`src/rtl/test_port_writer_pkg.sv`:
```
// Shared constants, state encoding and byte-order helper for the test-port writer
// and the answer-checker that listens on the other end of the D-memory bus.
package test_port_writer_pkg;

    localparam logic [29:0] TEST_PORT = 30'h10;
    localparam logic [31:0] BEGIN_SYM = 32'h00000168;
    localparam logic [31:0] END_SYM   = 32'hFFFFFD5D;

    localparam int NUM_WORDS_DEF = 18;
    localparam int IDX_W_DEF     = 5;

    typedef enum logic [2:0] {
        ST_IDLE     = 3'd0,
        ST_WR_BEGIN = 3'd1,
        ST_GAP      = 3'd2,
        ST_FETCH    = 3'd3,
        ST_LOAD     = 3'd4,
        ST_WR_DATA  = 3'd5,
        ST_WR_END   = 3'd6,
        ST_DONE     = 3'd7
    } tpw_state_t;

    // Readable-order word to the little-endian byte order the memory bus expects.
    function automatic logic [31:0] swap32(input logic [31:0] d);
        return {d[7:0], d[15:8], d[23:16], d[31:24]};
    endfunction

endpackage

```
`src/rtl/test_port_writer_write_port.sv`:
```
// Write-port register stage: launches one write, holds it through D-cache stalls and
// drops mem_wen for the cycle after completion so the checker sees each write once.
module tpw_write_port
    import test_port_writer_pkg::*;
(
    input  logic        clk,
    input  logic        rst,
    input  logic        wr_go,
    input  logic [31:0] wr_data,
    input  logic        mem_stall,
    output logic [29:0] mem_addr,
    output logic [31:0] mem_wdata,
    output logic        mem_wen,
    output logic        complete
);

    assign complete = mem_wen && !mem_stall;

    // Launch on wr_go, hold while stalled, clear mem_wen once the write is accepted.
    always_ff @(posedge clk or negedge rst) begin
        if (!rst) begin
            mem_wen   <= 1'b0;
            mem_addr  <= '0;
            mem_wdata <= '0;
        end else begin
            if (wr_go) begin
                mem_wen   <= 1'b1;
                mem_addr  <= TEST_PORT;
                mem_wdata <= wr_data;
            end else if (complete) begin
                mem_wen   <= 1'b0;
            end
        end
    end

endmodule

```
`config.mk`:
```
export PLATFORM = sky130hd
export DESIGN_NAME = tpw_write_port
export DESIGN_NICKNAME = d
export VERILOG_FILES = /design/src/rtl/test_port_writer_pkg.sv /design/src/rtl/test_port_writer_write_port.sv
export SDC_FILE = /design/constraint.sdc
export NUM_CORES = 1
export LEC_CHECK = 0
export CAP_MARGIN = 30
export CORE_MARGIN = 1.5
export CORE_UTILIZATION = 25
export CTS_CLUSTER_DIAMETER = 100
export DETAILED_ROUTE_END_ITERATION = 6
export GPL_TIMING_DRIVEN = 0
export PLACE_DENSITY = 0.63
export SYNTH_ARGS = -nofsm -noshare
export SYNTH_HDL_FRONTEND = slang
export SYNTH_SLANG_ARGS = --single-unit
export TNS_END_PERCENT = 1
```
`constraint.sdc`:
```
create_clock -name clk -period 2.09 [get_ports clk]
set_input_delay 0.418 -clock clk [delete_from_list [all_inputs] [get_ports clk]]
set_output_delay 0.418 -clock clk [all_outputs]
set_load 0.02 [all_outputs]
```
; Word level (Yosys, flattened, before mapping)
; Cells that the tools add are included.
[op_classes]
add_sub_neg = 0
multipliers = 0
div_mod_pow = 0
n_lt_le_gt_ge = 0
eq_ne = 0
shift = 0
muxes = 2
bitwise_logic = 0
n_reduce_logical = 3
[ops]
columns = cell, n
row1 = $mux 1, 2
row2 = $reduce_bool 2->1, 1
row3 = $logic_and 1x1->1, 1
row4 = $logic_not 1->1, 1
[totals]
ff_bits = 34
latchBits = 0
mem_bits_rw = 0
rom_bits = 0
inputBits = 36
out_inout_bits = 64
word_cells = 8
n_memories = 0

; Longest topological paths before layout
; Gate-level depths: netlist (run 1).
[logic_depth]
depth_word = 4
mapped_depth = 3

; Worst setup path after synthesis (run 1)
; Ideal clock, no wire load.
[synth_timing]
path_kind = register to output
from = reg mem_wen
to = out complete
t_arrival_ns = 0.814
required_ns = 1.672
path_slack_ns = 0.858
stages_incl_launch_ff = 2
n_path_buf = 0
cell_sequence = dfrtp_1 > nor2b_1
[synth_between]
elab_chain_cells = 1
[synth_rtl]
columns = element, line_no
row1 = start: declaration, test_port_writer_write_port.sv:13  ; output logic mem_wen,
row2 = start signal: assignment, test_port_writer_write_port.sv:22  ; mem_wen <= 1'b0;
row3 = start signal: assignment, test_port_writer_write_port.sv:27  ; mem_wen <= 1'b1;
row4 = start signal: assignment, test_port_writer_write_port.sv:31  ; mem_wen <= 1'b0;
row5 = $logic_and 1x1->1, test_port_writer_write_port.sv:17  ; assign complete = mem_wen && !mem_stall;
row6 = end: declaration, test_port_writer_write_port.sv:14  ; output logic complete
; Every way passes these cells.

; Worst setup path after layout (run 1)
[layout_timing]
from = in mem_stall
to = out complete
[layout_between]
elab_chain_cells = 2
[layout_rtl]
columns = element, line_no
row1 = start: declaration, test_port_writer_write_port.sv:10  ; input logic mem_stall,
row2 = $logic_not 1->1, test_port_writer_write_port.sv:17
row3 = $logic_and 1x1->1, test_port_writer_write_port.sv:17
; Every way passes these cells.

==> impl_metrics.json, run 1 <==
{
  "synth_area_um2": 1630,
  "regToRegEndpoint": "mem_wdata[4]",
  "pwr-share-comb_pct": 29.2,
  "syn_to_final_growth_pct": 60.1,
  "synth_edf_count": 0,
  "drive_above_1_share_pct": 35.6,
  "synth_area_leaders": "dfrtp_1 52%, mux2_4 26%, buf_4 13%",
  "clk_pin_slew_ns": 0.07,
  "cts_tree": "done",
  "antenna_found_initial": 0,
  "cp_max_fo": 2,
  "rsz0062_at_grt": "no",
  "yosys-top-cells-count": "34 x dfrtp_1, 29 x buf_4, 28 x mux2_4, 4 x mux2_2, 3 x buf_12",
  "power_density_nw_per_um2": 680,
  "vias": 1038,
  "ant_nets": 0,
  "fin_ws_ns": 0.0859,
  "yosysTopAreaCell": "dfrtp_1",
  "ys_seq_area_share_pct": 52.2,
  "fin_nets": 243,
  "p_switching_w": 0.000488,
  "outcome": "completed",
  "cts.hold.buffers_added": 0,
  "cts_resized": 0,
  "drc_errors": 0,
  "synthCells": 103,
  "synthArstFlopShare_pct": 100,
  "grt.overflow.total": 0,
  "fmax_mhz": 499,
  "finalWirelength_um": 3320,
  "drt_first_pass_iters": 3,
  "leakage_nw": 1.25,
  "fin_util_pct": 41.3,
  "sequentialPowerShare_pct": 42.7,
  "grt_pass1_vias": 1090,
  "start_util_pct": 25.8,
  "start_kind": "input port",
  "tns_ns": 0,
  "core_um2": 6310,
  "dp_hpwl_um": 2390,
  "cts-buffers-inserted": 5,
  "grt_first_pass_wirelength_um": 5470,
  "drv_cap": 0,
  "p_int_w": 0.00129,
  "critPathRequiredTime_ns": 1.67,
  "drt_iter0_markers": 25,
  "worstSetupStartpoint": "mem_stall",
  "reg2reg_depth": 1,
  "htree_levels": 2,
  "critical_path_arrival_ns": 1.59,
  "worstSetupPathType": "in2out",
  "final.min_clock_period_ns": 2.00,
  "drv_slew": 0,
  "pin_count": 100,
  "antenna_cells": 0,
  "place_ws_ns": 0.0785,
  "grt_max_degree": 35,
  "clockRootBuffer": "clkbuf_8",
  "dieArea_um2": 7010,
  "endpoint": "complete",
  "yosys.area.top_type_share_pct": 52.2,
  "ys_ff_latch": 34,
  "min_path_type": "in2async",
  "viasPerCell": 3.64,
  "gr-usage-all-layers_pct": 10.1,
  "finalCritPeriodShare_pct": 95.9,
  "r2r-start": "mem_wdata[4]",
  "synth_flop_cell": "dfrtp_1",
  "hold_viol": 0,
  "portBuffers": 69,
  "synth_area_per_cell_um2": 15.8,
  "synthMostInstantiatedCell": "dfrtp_1",
  "crit_path_end_kind": "output pin",
  "wl_per_cell_um": 11.6,
  "yosysUniqueCellTypes": 10,
  "yosys_warnings": 0,
  "gp_congestion": 0.651,
  "fin_worst_skew_ns": 0,
  "slew_headroom_pct": 48.7,
  "worst_pin_slew_ns": 0.769,
  "cts.sinks": 34,
  "r2r_slack_ns": 1.31,
  "core.rowCount": 29,
  "clk_latency_ns": 0.28,
  "p_clk_share_pct": 28.1,
  "die_h_um": 83.7,
  "setup_viol_count_final": 0,
  "p_sw_share_pct": 27.5,
  "peakVddDrop_mv": 0.273,
  "clockBufferDepth": 2,
  "fp.dieW_um": 83.7,
  "post_cts_buffers": 0
}
-- state kept, by name, summed over array words and instances (netlist names) --
signal and flops:
mem_addr 1, mem_wen 1, mem_wdata 32
-- power by group through the flow --
| stage | combinational (W) | clock [W] | sequential (W) |
|---|---|---|---|
| floorplan | 0.000215 | 0 | 0.000846 |
| finish | 0.000518 | 0.000498 | 0.000758 |
| CTS | 0.000523 | 0.000527 | 0.000758 |
| global route | 0.000548 | 0.000556 | 0.000767 |
| global placement | 0.000518 | 0 | 0.000767 |
| detailed placement | 0.000523 | 0 | 0.000768 |
-- metal layers --
layer  track usage [%]  up-vias  wire length, um
met3              4.75        4              354
met5                 0        -                0
met4              3.58        0               33
met2              15.2       64             1590
met1              12.7      480             1340
li1                  -      490                -
-- critical path: stages --
cell             delay (ns)
clkdlybuf4s50_1        0.43
nor2b_1                0.13
clkdlybuf4s50_1        0.62
-- cell families after synthesis --
kind of cell           after synthesis  share of synthesized area, %
AO/OA/AOI/OAI                        1                         0.461
other                                1                         0.230
multiplexers                        32                          28.6
AND/OR/NAND/NOR                      2                         0.769
flip-flops                          34                          52.2
buffers and inverters               33                          17.7
-- layout by cell type (no fill, tap or decap), drive strengths merged --
cell / synthesis / final
buf: 33 / 34
or2: 1 / 1
clkinv: 0 / 1
dfrtp: 34 / 34
a21o: 1 / 1
clkdlybuf4s50: 0 / 68
clkbuf: 0 / 7
conb: 1 / 29
nor2b: 1 / 1
mux2: 32 / 32
-- area by class of cell --
type,count,area [um2]
buffer,33,289
clock buffer,7,86.3
clock inverter,1,5.00
fill,606,3710
multi-input combinational,64,594
sequential,34,851
tap,77,96.3
timing repair buffer,69,686
-- worst min path at each step --
stage                     slack (ns)             to         from  cells after the start
after detailed placement        0.46    mem_addr[4]  mem_addr[4]                      1
after floorplan                 0.12    mem_addr[4]          rst                      0
after global routing            0.27  mem_wdata[24]          rst                      1
final                           0.21  mem_wdata[28]          rst                      1
after global placement          0.45    mem_addr[4]  mem_addr[4]                      1
after CTS                       0.24  mem_wdata[24]          rst                      1
-- per-stage QoR --
stage,hold slack (ns),area (um2),instances,total power [W]
final,0.207,2610,285,0.00177
after global routing,0.269,2610,285,0.00187
after CTS,0.235,2610,285,0.00181
after detailed placement,0.461,2520,277,0.00129
after global placement,0.452,2520,277,0.00128
after floorplan,0.122,1730,131,0.00106
No activity file was read; power rests on OpenSTA's default activity.
==> run 2: changes to the inputs <==
Settings changed: PLACE_DENSITY 0.63 to default.
==> run 2 against run 1 <==
Against the previous run: fmax grew 1.5%; combinational power is essentially flat; clock skew unchanged; sequential power hardly changed; global-route usage decreased by 0.73 points; sequential share of layout area is 0.26 points lower; routed wire length is 3.4% lower; first-iteration DRC count decreased by 72%; critical path depth unchanged.
==> impl_metrics.json, run 2 (same netlist as run 1, synthesis figures left out) <==
{
  "hold_ws_ns": 0.211,
  "cts_resized": 0,
  "final_area_um2": 2630,
  "drt_first_pass_iters": 3,
  "start_util_pct": 25.8,
  "slew_headroom_pct": 48.2,
  "pin_count": 100,
  "finalWirelength_um": 3200,
  "gr-usage-all-layers_pct": 9.38,
  "r2r-start": "mem_wdata[10]",
  "largest_register_ffs": 32,
  "outcome": "completed",
  "htree_levels": 2,
  "grt.overflow.total": 0,
  "drt_iter0_markers": 7,
  "sequentialPowerShare_pct": 40.1,
  "wl_per_cell_um": 11.3,
  "core.rowCount": 29,
  "largest_registers": "mem_wdata: 32 flops, mem_addr: 1 flops, mem_wen: 1 flops",
  "reg2reg_depth": 1,
  "cts.hold.buffers_added": 0,
  "antenna_found_initial": 0,
  "clockRootBuffer": "clkbuf_8",
  "gp_congestion": 0.620,
  "p_switching_w": 0.000483,
  "viasPerCell": 3.55,
  "critical_path_arrival_ns": 1.56,
  "worstSetupStartpoint": "mem_stall",
  "portBuffers": 69,
  "power_density_nw_per_um2": 717,
  "grt_max_degree": 35,
  "cts-buffers-inserted": 5,
  "grt_pass1_vias": 1010,
  "peakVddDrop_mv": 0.342,
  "die_h_um": 83.7,
  "min_path_type": "in2async",
  "p_clk_share_pct": 32.5,
  "p_int_w": 0.00140,
  "clk_pin_slew_ns": 0.07,
  "syn_to_final_growth_pct": 61.4,
  "ant_nets": 0,
  "worst_pin_slew_ns": 0.777,
  "critPathRequiredTime_ns": 1.67,
  "grt_first_pass_wirelength_um": 5150,
  "regMostFlops": "mem_wdata",
  "final_cell_mix": "68 x clkdlybuf4s50_1, 34 x dfrtp_1, 29 x buf_4, 29 x conb_1, 28 x mux2_4",
  "worstSetupPathType": "in2out",
  "p_sw_share_pct": 25.6,
  "drive_above_1_share_pct": 35.7,
  "clockBufferDepth": 2,
  "start_kind": "input port",
  "rsz0062_at_grt": "no",
  "finalCritPeriodShare_pct": 94.4,
  "core_um2": 6310,
  "endpoint": "complete",
  "leakage_nw": 1.26,
  "final.min_clock_period_ns": 1.97,
  "post_cts_buffers": 0,
  "crit_path_end_kind": "output pin",
  "setup_viol_count_final": 0,
  "antenna_cells": 0,
  "pwr-share-comb_pct": 27.4,
  "vias": 1008,
  "regToRegEndpoint": "mem_wdata[10]",
  "dp_hpwl_um": 2340,
  "final_common_cell": "clkdlybuf4s50_1",
  "cts_tree": "done",
  "drv_cap": 0,
  "clk_latency_ns": 0.27,
  "dieArea_um2": 7010,
  "fmax_mhz": 507,
  "placed_area_um2": 2520,
  "fin_worst_skew_ns": 0,
  "drc_errors": 0,
  "hold_viol": 0,
  "fin_nets": 243,
  "drv_slew": 0,
  "fp.dieW_um": 83.7,
  "r2r_slack_ns": 1.32,
  "fill_cells": 628,
  "cp_max_fo": 2,
  "cts.sinks": 34
}
-- run 2: cell count changes in the layout (fill, tap and decap cells not counted) --
cell and delta:
bufinv_16 +1, clkbuf_1 -1, clkinv_2 -1
-- run 2: power by group through the flow --
stage                     Combinational [W]  Clock, W  Sequential (W)
after floorplan                    0.000215         0        0.000846
after global routing               0.000545  0.000677        0.000765
after detailed placement           0.000521         0        0.000767
after CTS                          0.000522  0.000650        0.000756
after global placement             0.000519         0        0.000766
final                              0.000516  0.000612        0.000756
-- run 2: critical path, cell delays in order --
cell             delay (ns)
clkdlybuf4s50_1        0.42
nor2b_1                0.11
clkdlybuf4s50_1        0.60
-- run 2: layer usage --
| metal | share of wire (%) | up-vias | global-route usage (%) |
|---|---|---|---|
| li1 | - | 488 | - |
| met5 | 0 | - | 0 |
| met1 | 41 | 466 | 11.6 |
| met3 | 11 | 0 | 4.65 |
| met2 | 48 | 54 | 14.7 |
| met4 | 0 | 0 | 2.24 |
-- run 2: area by class of cell --
type	count	area [um2]	area share (%)
Buffer	33	289	11.0
Clock buffer	6	82.6	3.14
Clock inverter	1	30.0	1.14
Multi-Input combinational cell	64	594	22.6
Sequential cell	34	851	32.4
Tap cell	77	96.3	3.66
Timing Repair Buffer	69	686	26.1
-- run 2: worst min-delay path by stage --
stage	startpoint	slack, ns	endpoint	depth (start not counted)
after floorplan	rst	0.12	mem_addr[4]	0
after global placement	mem_addr[4]	0.46	mem_addr[4]	1
after detailed placement	mem_addr[4]	0.45	mem_addr[4]	1
after CTS	rst	0.24	mem_wdata[16]	1
after global routing	rst	0.27	mem_wdata[16]	1
final	rst	0.21	mem_wdata[16]	1
-- run 2: stage by stage --
stage	cells	power, W	util (%)	TNS (ns)	setup WS [ns]
2_1_floorplan	131	0.00106	-	0	0.858
3_3_place_gp	277	0.00128	39.9	-8.30	-0.247
3_5_place_dp	277	0.00129	39.9	0	0.112
4_1_cts	284	0.00193	41.6	0	0.107
5_1_grt	284	0.00199	41.6	0	0.0526
6_report	284	0.00188	41.6	0	0.116
